**config.mk**
```make
export PLATFORM = sky130hd
export DESIGN_NAME = imem_loader
export DESIGN_NICKNAME = d
export VERILOG_FILES = /design/src/rtl/imem_loader.sv
export SDC_FILE = /design/constraint.sdc
export NUM_CORES = 1
export LEC_CHECK = 0
export CAP_MARGIN = 20
export CORE_UTILIZATION = 50
export DETAILED_ROUTE_END_ITERATION = 10
export PLACE_DENSITY = 0.86
export SLEW_MARGIN = 20
export SYNTH_ARGS = -nofsm -noshare
export SYNTH_HDL_FRONTEND = slang
export SYNTH_SLANG_ARGS = --single-unit
export TNS_END_PERCENT = 10
```
**constraint.sdc**
```tcl
create_clock -name clk_i -period 4.87 [get_ports clk_i]
set_input_delay 0.487 -clock clk_i [delete_from_list [all_inputs] [get_ports clk_i]]
set_output_delay 0.487 -clock clk_i [all_outputs]
set_load 0.01 [all_outputs]
```
**src/rtl/imem_loader.sv**
```systemverilog
// imem_loader: loads a little-endian byte stream into instruction memory, then starts the CPU
// Ports:
//   clk_i, rst_i (async, active-high)         clock and reset
//   load_i                                    start a load session (ignored while busy)
//   byte_i, byte_valid_i, byte_ready_o        byte stream handshake
//   imem_we_o, imem_addr_o, imem_data_o       instruction memory write port
//   cpu_start_o                               CPU start, held after a completed session
//   busy_o, words_o, overflow_o               session status
// Build option: define IMEM_LOADER_CLEAR_EN to zero all of memory before each session.
module imem_loader #(
  parameter int DEPTH     = 256,
  parameter int ADDR_W    = 8,
  parameter int BASE_WORD = 2
) (
  input  logic              clk_i,
  input  logic              rst_i,
  input  logic              load_i,
  input  logic [7:0]        byte_i,
  input  logic              byte_valid_i,
  output logic              byte_ready_o,
  output logic              imem_we_o,
  output logic [ADDR_W-1:0] imem_addr_o,
  output logic [31:0]       imem_data_o,
  output logic              cpu_start_o,
  output logic              busy_o,
  output logic [ADDR_W:0]   words_o,
  output logic              overflow_o
);
`ifdef IMEM_LOADER_CLEAR_EN
  localparam bit CLEAR_EN = 1'b1;
`else
  localparam bit CLEAR_EN = 1'b0;
`endif
  typedef enum logic [1:0] {IDLE, CLEAR, RECV, DONE} state_t;
  state_t state, state_n;
  logic [1:0] bcnt;
  logic [23:0] shreg;
  logic [31:0] word;
  logic accept, last, term, full, start_req, clear_end;
  always_comb begin
    accept = byte_ready_o && byte_valid_i;
    word = {byte_i, shreg};
    last = accept && bcnt == 2'd3;
    term = word == 32'd0;
    full = words_o == (ADDR_W+1)'(DEPTH-1);
    start_req = (state == IDLE || state == DONE) && load_i;
    clear_end = imem_addr_o == ADDR_W'(DEPTH-1);
    state_n = state;
    case (state)
      IDLE, DONE: state_n = start_req ? (CLEAR_EN ? CLEAR : RECV) : state;
      CLEAR:      state_n = clear_end ? RECV : CLEAR;
      RECV:       state_n = last && (term || full) ? DONE : RECV;
      default:    state_n = IDLE;
    endcase
  end
  always_ff @(posedge clk_i or posedge rst_i)
    if (rst_i) state <= IDLE;
    else state <= state_n;
  // Ready and busy are registered from the next state so they never follow byte_valid_i
  // combinationally; busy stays up through the final write cycle so it hands over to start.
  always_ff @(posedge clk_i or posedge rst_i)
    if (rst_i) begin
      byte_ready_o <= 1'b0;
      imem_we_o <= 1'b0;
      imem_addr_o <= '0;
      imem_data_o <= '0;
      cpu_start_o <= 1'b0;
      busy_o <= 1'b0;
      words_o <= '0;
      overflow_o <= 1'b0;
      bcnt <= '0;
      shreg <= '0;
    end else begin
      imem_we_o <= 1'b0;
      byte_ready_o <= state_n == RECV;
      busy_o <= state_n == CLEAR || state_n == RECV || state == RECV;
      if (start_req) begin
        cpu_start_o <= 1'b0;
        overflow_o <= 1'b0;
        words_o <= '0;
        bcnt <= '0;
        if (CLEAR_EN) begin
          imem_we_o <= 1'b1;
          imem_addr_o <= '0;
          imem_data_o <= '0;
        end
      end else if (state == DONE) begin
        cpu_start_o <= 1'b1;
      end else if (state == CLEAR) begin
        imem_we_o <= !clear_end;
        imem_addr_o <= clear_end ? imem_addr_o : imem_addr_o + 1'b1;
      end else if (accept) begin
        bcnt <= bcnt + 2'd1;
        shreg <= {byte_i, shreg[23:8]};
        if (bcnt == 2'd3) begin
          imem_we_o <= 1'b1;
          imem_addr_o <= ADDR_W'(BASE_WORD) + words_o[ADDR_W-1:0];
          imem_data_o <= word;
          words_o <= words_o + 1'b1;
          overflow_o <= full && !term;
        end
      end
    end
endmodule

```
==> results of run 1 <==
## power groups by stage
stage | Combinational (W) | Clock (W) | Sequential, W
global route | 0.00115 | 0.000517 | 0.00126
floorplan | 0.000531 | 0 | 0.00124
detailed placement | 0.00106 | 0 | 0.00123
finish | 0.00106 | 0.000479 | 0.00122
CTS | 0.00107 | 0.000488 | 0.00122
global placement | 0.00103 | 0 | 0.00121
## state kept, by name, summed over array words and instances (netlist names)
register      count
bcnt              2
busy_o            1
byte_ready_o      1
cpu_start_o       1
imem_addr_o       8
imem_data_o      32
imem_we_o         1
overflow_o        1
shreg            24
state             2
words_o           9
## critical path: cells and delay by family, from the launching register on
| kind | cells | cell delay (ns) |
|---|---|---|
| fa+ha+maj | 1 | 0.38 |
| buf+inv | 2 | 0.44 |
| flops | 1 | 0.45 |
| mux | 1 | 0.42 |
| simple gates | 3 | 0.97 |
## cells in the mapped netlist, types with 4 or more instances
library cell,number,area (µm²)
o31ai_1,5,37.5
mux2_2,27,304
nor2_1,14,52.6
inv_1,9,33.8
and3_1,4,25.0
nor4_1,9,56.3
clkbuf_1,7,26.3
nand4_1,6,37.5
o21ai_0,18,90.1
nand2_1,17,63.8
dfrtp_1,82,2050
ha_1,10,125
mux2_4,30,450
a21oi_1,10,50.1
nand3_1,8,40.0
## cell families after synthesis
kind of cell | count (synthesis) | share of synthesized area
multiplexers | 57 | 0.197
AO/OA/AOI/OAI | 53 | 0.0882
AND/OR/NAND/NOR | 76 | 0.109
adder cells (fa/ha/maj) | 10 | 0.0326
XOR/XNOR | 3 | 0.00686
buffers and inverters | 23 | 0.0310
flip-flops | 82 | 0.535
## layer usage
layer / vias up / global-route usage / wire length (µm)
li1: 1239 / - / -
met1: 1370 / 0.299 / 3600
met2: 92 / 0.327 / 3800
met3: 14 / 0.0406 / 308
met4: 0 / 0.0967 / 159
met5: - / 0 / 0
## metrics by stage
stage | worst slack, ns | hold slack, ns | instances | power (W)
after CTS | 1.92 | 0.518 | 472 | 0.00277
final | 2.10 | 0.516 | 473 | 0.00276
after detailed placement | 1.94 | 0.497 | 456 | 0.00229
after global routing | 1.90 | 0.534 | 473 | 0.00293
after global placement | 2.09 | 0.486 | 456 | 0.00224
after floorplan | 2.27 | 0.470 | 304 | 0.00177
## worst max path at each step
stage / start / end / slack [ns] / cells after the start
global route: state[0] / imem_data_o[0] / 1.90 / 7
CTS: state[1] / imem_addr_o[5] / 1.92 / 6
global placement: state[1] / imem_addr_o[3] / 2.09 / 6
detailed placement: state[1] / imem_addr_o[5] / 1.94 / 6
floorplan: rst_i / bcnt[0] / 2.27 / 1
finish: state[0] / imem_data_o[2] / 2.10 / 7
## final cells by class
class | count | area, µm² | share of cell area
Clock buffer | 9 | 124 | 0.0261
Timing Repair Buffer | 68 | 671 | 0.142
Inverter | 9 | 36.3 | 0.00766
Sequential cell | 82 | 2050 | 0.433
Clock inverter | 7 | 70.1 | 0.0148
Tap cell | 99 | 124 | 0.0261
Multi-Input combinational cell | 199 | 1660 | 0.351
## cells in the final DEF (no fill, tap or decap), types with 2 or more instances in the layout
cell             count
a21oi_1             10
o31ai_1              5
nand4_1              6
and3_1               4
a311oi_1             2
nand2b_1             3
clkdlybuf4s50_1     65
inv_6                3
clkbuf_8             9
nand2_1             17
buf_4                2
dfrtp_1             82
xor2_1               2
nand3_1              8
nor4_1               9
ha_1                10
nor2b_1              2
mux2_4              30
and4_1               2
nor2_1              14
inv_1                8
a21o_1               2
mux2_2              27
a2bb2oi_1            3
o22ai_1              2
nor3_1               3
o21ai_0             18
o22a_1               3
==> key figures, run 1 <==
Run status
  • Status: finished clean

Global route
  • Initial antenna violation count: 0
  • Via count of the first global-routing pass: 2545
  • First-pass GRT wire length: 12900 µm
  • GRT Residual Overflow: 0
  • Pin count of the biggest net entering global routing: 60
  • Gr usage total: 0.215

CTS
  • H-tree levels: 3
  • Max Root-Sink Buffers: 2
  • Clk slew on worst S/H paths: 0.09 ns
  • TritonCTS clock tree: built
  • CTS Hold Bufs: 0
  • Post_cts resized: 0
  • Worst-Skew Late Latency: 0.36 ns
  • CTS root buf: clkbuf_8
  • Clock sinks: 82
  • Setup bufs post-CTS: 0
  • TritonCTS Buffers: 9

Placed design
  • # port buffers: 65
  • Placed Area: 4540 µm²
  • RePlAce Congestion: 0.833
  • DP HPWL: 5460 µm

Worst setup path
  • Crit-path slowest cell: dfrtp_1
  • Cell Chain, Critical Path: inv_1 > ha_1 > and2_1 > nor4_4 > buf_4 > nand2_4 > mux2_4
  • Startpoint of the worst register-to-register path: state[0]
  • R2R depth: 7
  • Worst Path Arrival: 3.02 ns
  • Delay of the slowest critical-path stage: 0.45 ns
  • Required @ worst endpoint: 5.12 ns
  • Reg2Reg Setup Slack: 2.10 ns
  • Largest fanout on the critical path: 32
  • Critical path type: register to register
  • Reg2Reg Capture Point: imem_data_o[2]
  • CP Capture Type: register
  • Startpoint types: register

Timing
  • Least-Margin Pin Slew: 0.935 ns
  • Fmax: 361 MHz
  • Worst Skew: 0.0108 ns
  • Final setup violation count: 0
  • Final worst-path cycle share: 0.570
  • Slew HR: 0.377
  • Fin. max-slew vios: 0
  • Final min period: 2.77 ns
  • Hold Fails Final Rpt: 0
  • RSZ-0062 raised after global routing: no
  • Setup TNS: 0 ns

Synth
  • Number of enable flip-flop cells after synthesis: 0
  • Syn avg cell area: 12.6 µm²
  • Flops & latches, synth: 82
  • Mapped Area: 3830 µm²
  • Post-Syn Nets: 326
  • Top FF cell, synth: dfrtp_1
  • Distinct cells, synth: 45
  • Asr flop ratio synth: 1.00
  • YS warnings: 0
  • Synth Instances: 304
  • Seq/Total Area, Yosys: 0.535

Power and ir drop
  • P_sw: 0.000920 W
  • Pint: 0.00184 W
  • Seq pwr share: 0.442
  • Pleak: 2.08 nW
  • Clock power share: 0.174
  • Pwr/cell area: 582 nW/µm²
  • Combinational power share: 0.384
  • Peak supply drop: 0.267 mV
  • Switching Fraction: 0.334

Detailed routing
  • # DRC: 0
  • Drt initial violations: 191
  • DR vias: 2715
  • Vias/cell: 5.74
  • DRT Pass-1 Iters: 4
  • Routed WL: 7860 µm
  • Antenna-violating nets left: 0
  • Routed len/inst: 16.6 µm

Flow run
  • Max-Cap Viols: 0

Floorplan
  • Io pins: 66
  • Core box area: 7330 µm²
  • Row count: 31
  • Die area: 8020 µm²
  • DIE WIDTH: 89.6 µm
  • Initial cell density of the core: 0.523
  • Die Height: 89.6 µm

Cells and area
  • Fill cell count: 534
  • Layout area overhead: 23.6%
  • Antenna Cells: 0
  • Final instance area: 4740 µm²
  • Final Core Density: 0.646
  • NumNets Final: 391
  • Share of cells above drive strength 1: 0.211

Hold path
  • WHS Path Cells: 1
  • Worst hold path type: register to register
  • Min-delay src: imem_data_o[30]
  • Hold endpoint: imem_data_o[30]
Note: power is estimated with default switching activity, not from simulation.
==> run 2, diff against run 1 <==
Clock period 4.87 ns to 2.85 ns, I/O delays scaled along.
==> key figures, run 2 (synthesis gave the netlist of run 1 again) <==
Cells and area
  • Number of flip-flops in the largest register: 32 (unchanged)
  • Share of cells above drive strength 1: 0.215 (+0.00420)
  • Antenna Cells: 0 (unchanged)
  • Layout area overhead: 24.2%
  • Biggest register: imem_data_o
  • Storage cell area: 2050 µm² (unchanged)
  • Final instance area: 4760 µm² (+0.42%)
  • Largest registers: imem_data_o (32), shreg (24), words_o (9)
  • NumNets Final: 393 (+0.51%)
  • Most frequent cells in the layout: dfrtp_1, clkdlybuf4s50_1, mux2_4
  • Multi-input gate area: 1660 µm² (unchanged)
  • Fill cell count: 516 (-3.4%)
  • Final Core Density: 0.649 (+0.00273)
  • Leading cell type in the layout, fill and taps excluded: dfrtp_1

Detailed routing
  • Routed len/inst: 16.4 µm (-1.2%)
  • Drt initial violations: 104 (-46%)
  • DR vias: 2667 (-1.8%)
  • DRT Pass-1 Iters: 4 (unchanged)
  • Vias/cell: 5.61 (-2.2%)
  • Routed WL: 7800 µm (-0.76%)
  • Antenna-violating nets left: 0 (unchanged)
  • # DRC: 0 (unchanged)

Power and ir drop
  • Switching Fraction: 0.333 (-0.000853)
  • Clock power share: 0.172 (-0.002)
  • Pleak: 2.10 nW (+0.70%)
  • P_sw: 0.00157 W (+70%)
  • Seq pwr share: 0.441 (about the same)
  • Peak supply drop: 0.399 mV (+49%)
  • Pint: 0.00314 W (+71%)
  • Pwr/cell area: 988 nW/µm² (+70%)
  • Combinational power share: 0.387 (+0.003)

CTS
  • TritonCTS clock tree: built
  • Max Root-Sink Buffers: 2 (unchanged)
  • CTS root buf: clkbuf_8
  • Setup bufs post-CTS: 0 (unchanged)
  • Post_cts resized: 0 (unchanged)
  • Worst-Skew Late Latency: 0.36 ns (about the same)
  • TritonCTS Buffers: 9 (unchanged)
  • Clk slew on worst S/H paths: 0.09 ns (about the same)
  • Clock sinks: 82 (unchanged)
  • CTS Hold Bufs: 0 (unchanged)
  • H-tree levels: 3 (unchanged)

Placed design
  • DP HPWL: 5470 µm (+0.17%)
  • # port buffers: 65 (unchanged)
  • Placed Area: 4570 µm² (+0.77%)
  • RePlAce Congestion: 0.868 (+4.2%)

Floorplan
  • Initial cell density of the core: 0.523 (unchanged)
  • Die Height: 89.6 µm (unchanged)
  • Row count: 31 (unchanged)
  • Core box area: 7330 µm² (unchanged)
  • DIE WIDTH: 89.6 µm (unchanged)
  • Io pins: 66 (unchanged)
  • Die area: 8020 µm² (unchanged)

Timing
  • Setup TNS: 0 ns (unchanged)
  • Fin. max-slew vios: 0 (unchanged)
  • Worst hold margin: 0.378 ns (-0.138 ns)
  • Worst Skew: 0.0105 ns (-0.000303 ns)
  • Final worst-path cycle share: 0.880 (+0.310)
  • Slew HR: 0.461 (+0.0838)
  • Final setup violation count: 0 (unchanged)
  • RSZ-0062 raised after global routing: no
  • Final min period: 2.51 ns (-0.266 ns)
  • Least-Margin Pin Slew: 0.808 ns (-0.127 ns)
  • Fmax: 399 MHz (+11%)
  • Hold Fails Final Rpt: 0 (unchanged)

Global route
  • Pin count of the biggest net entering global routing: 48 (-20%)
  • Gr usage total: 0.215 (+0.000465)
  • First-pass GRT wire length: 13000 µm (+0.64%)
  • Via count of the first global-routing pass: 2578 (+1.3%)
  • Initial antenna violation count: 0 (unchanged)
  • GRT Residual Overflow: 0 (unchanged)

Worst setup path
  • Cell Chain, Critical Path: inv_1 > ha_1 > and2_1 > nor4_4 > nand2_4 > mux2_4
  • Delay of the slowest critical-path stage: 0.43 ns (-0.02 ns)
  • Worst Path Arrival: 2.75 ns (-0.27 ns)
  • Critical path type: register to register
  • Largest fanout on the critical path: 32 (unchanged)
  • CP Capture Type: register
  • Reg2Reg Capture Point: imem_data_o[6]
  • Required @ worst endpoint: 3.09 ns (-2.03 ns)
  • Startpoint of the worst register-to-register path: state[0]
  • Startpoint types: register
  • Crit-path slowest cell: dfrtp_1
  • Reg2Reg Setup Slack: 0.34 ns (-1.75 ns)
  • R2R depth: 6 (-1)

Flow run
  • Max-Cap Viols: 0 (unchanged)

Run status
  • Status: finished clean

Hold path
  • Worst hold path type: input port to async pin
-- run 2: cell type report --
type,count,share of cell area
Clock buffer,9,0.0260
Clock inverter,7,0.0129
Inverter,9,0.00736
Multi-Input combinational cell,199,0.349
Sequential cell,82,0.431
Tap cell,99,0.0260
Timing Repair Buffer,70,0.147
-- run 2: power by group through the flow --
| stage | Sequential (W) | Combinational, W | Clock [W] |
|---|---|---|---|
| after floorplan | 0.00212 | 0.000908 | 0 |
| after global placement | 0.00206 | 0.00177 | 0 |
| after detailed placement | 0.00209 | 0.00184 | 0 |
| after CTS | 0.00207 | 0.00184 | 0.000826 |
| after global routing | 0.00215 | 0.00198 | 0.000872 |
| final | 0.00207 | 0.00182 | 0.000807 |
-- run 2: routing by layer --
metal | vias to the layer above | part of all wire | track usage
met3 | 12 | 0.037 | 0.0342
li1 | 1245 | - | -
met1 | 1326 | 0.46 | 0.298
met2 | 84 | 0.49 | 0.334
met5 | - | 0 | 0
met4 | 0 | 0.020 | 0.0981
-- run 2: worst max-delay path: cells and delay by family, from the launching register on --
| family | cells | cell delay, ns |
|---|---|---|
| fa+ha+maj | 1 | 0.38 |
| flops | 1 | 0.43 |
| simple gates | 3 | 1.06 |
| buf+inv | 1 | 0.07 |
| mux | 1 | 0.42 |
-- run 2: worst max-delay path by stage --
| stage | start | endpoint | slack [ns] | depth (start not counted) |
|---|---|---|---|---|
| floorplan | rst_i | bcnt[0] | 0.46 | 1 |
| global placement | state[0] | imem_data_o[0] | 0.50 | 6 |
| detailed placement | state[0] | imem_data_o[13] | 0.38 | 6 |
| CTS | state[0] | imem_data_o[13] | 0.37 | 6 |
| global route | state[0] | imem_data_o[6] | 0.16 | 6 |
| finish | state[0] | imem_data_o[6] | 0.34 | 6 |
-- run 2: metrics by stage --
stage / setup slack [ns] / std cells / power, W
final: 0.342 / 475 / 0.00470
after global routing: 0.162 / 475 / 0.00500
after CTS: 0.370 / 475 / 0.00474
after detailed placement: 0.382 / 459 / 0.00392
after global placement: 0.501 / 459 / 0.00384
after floorplan: 0.457 / 304 / 0.00303
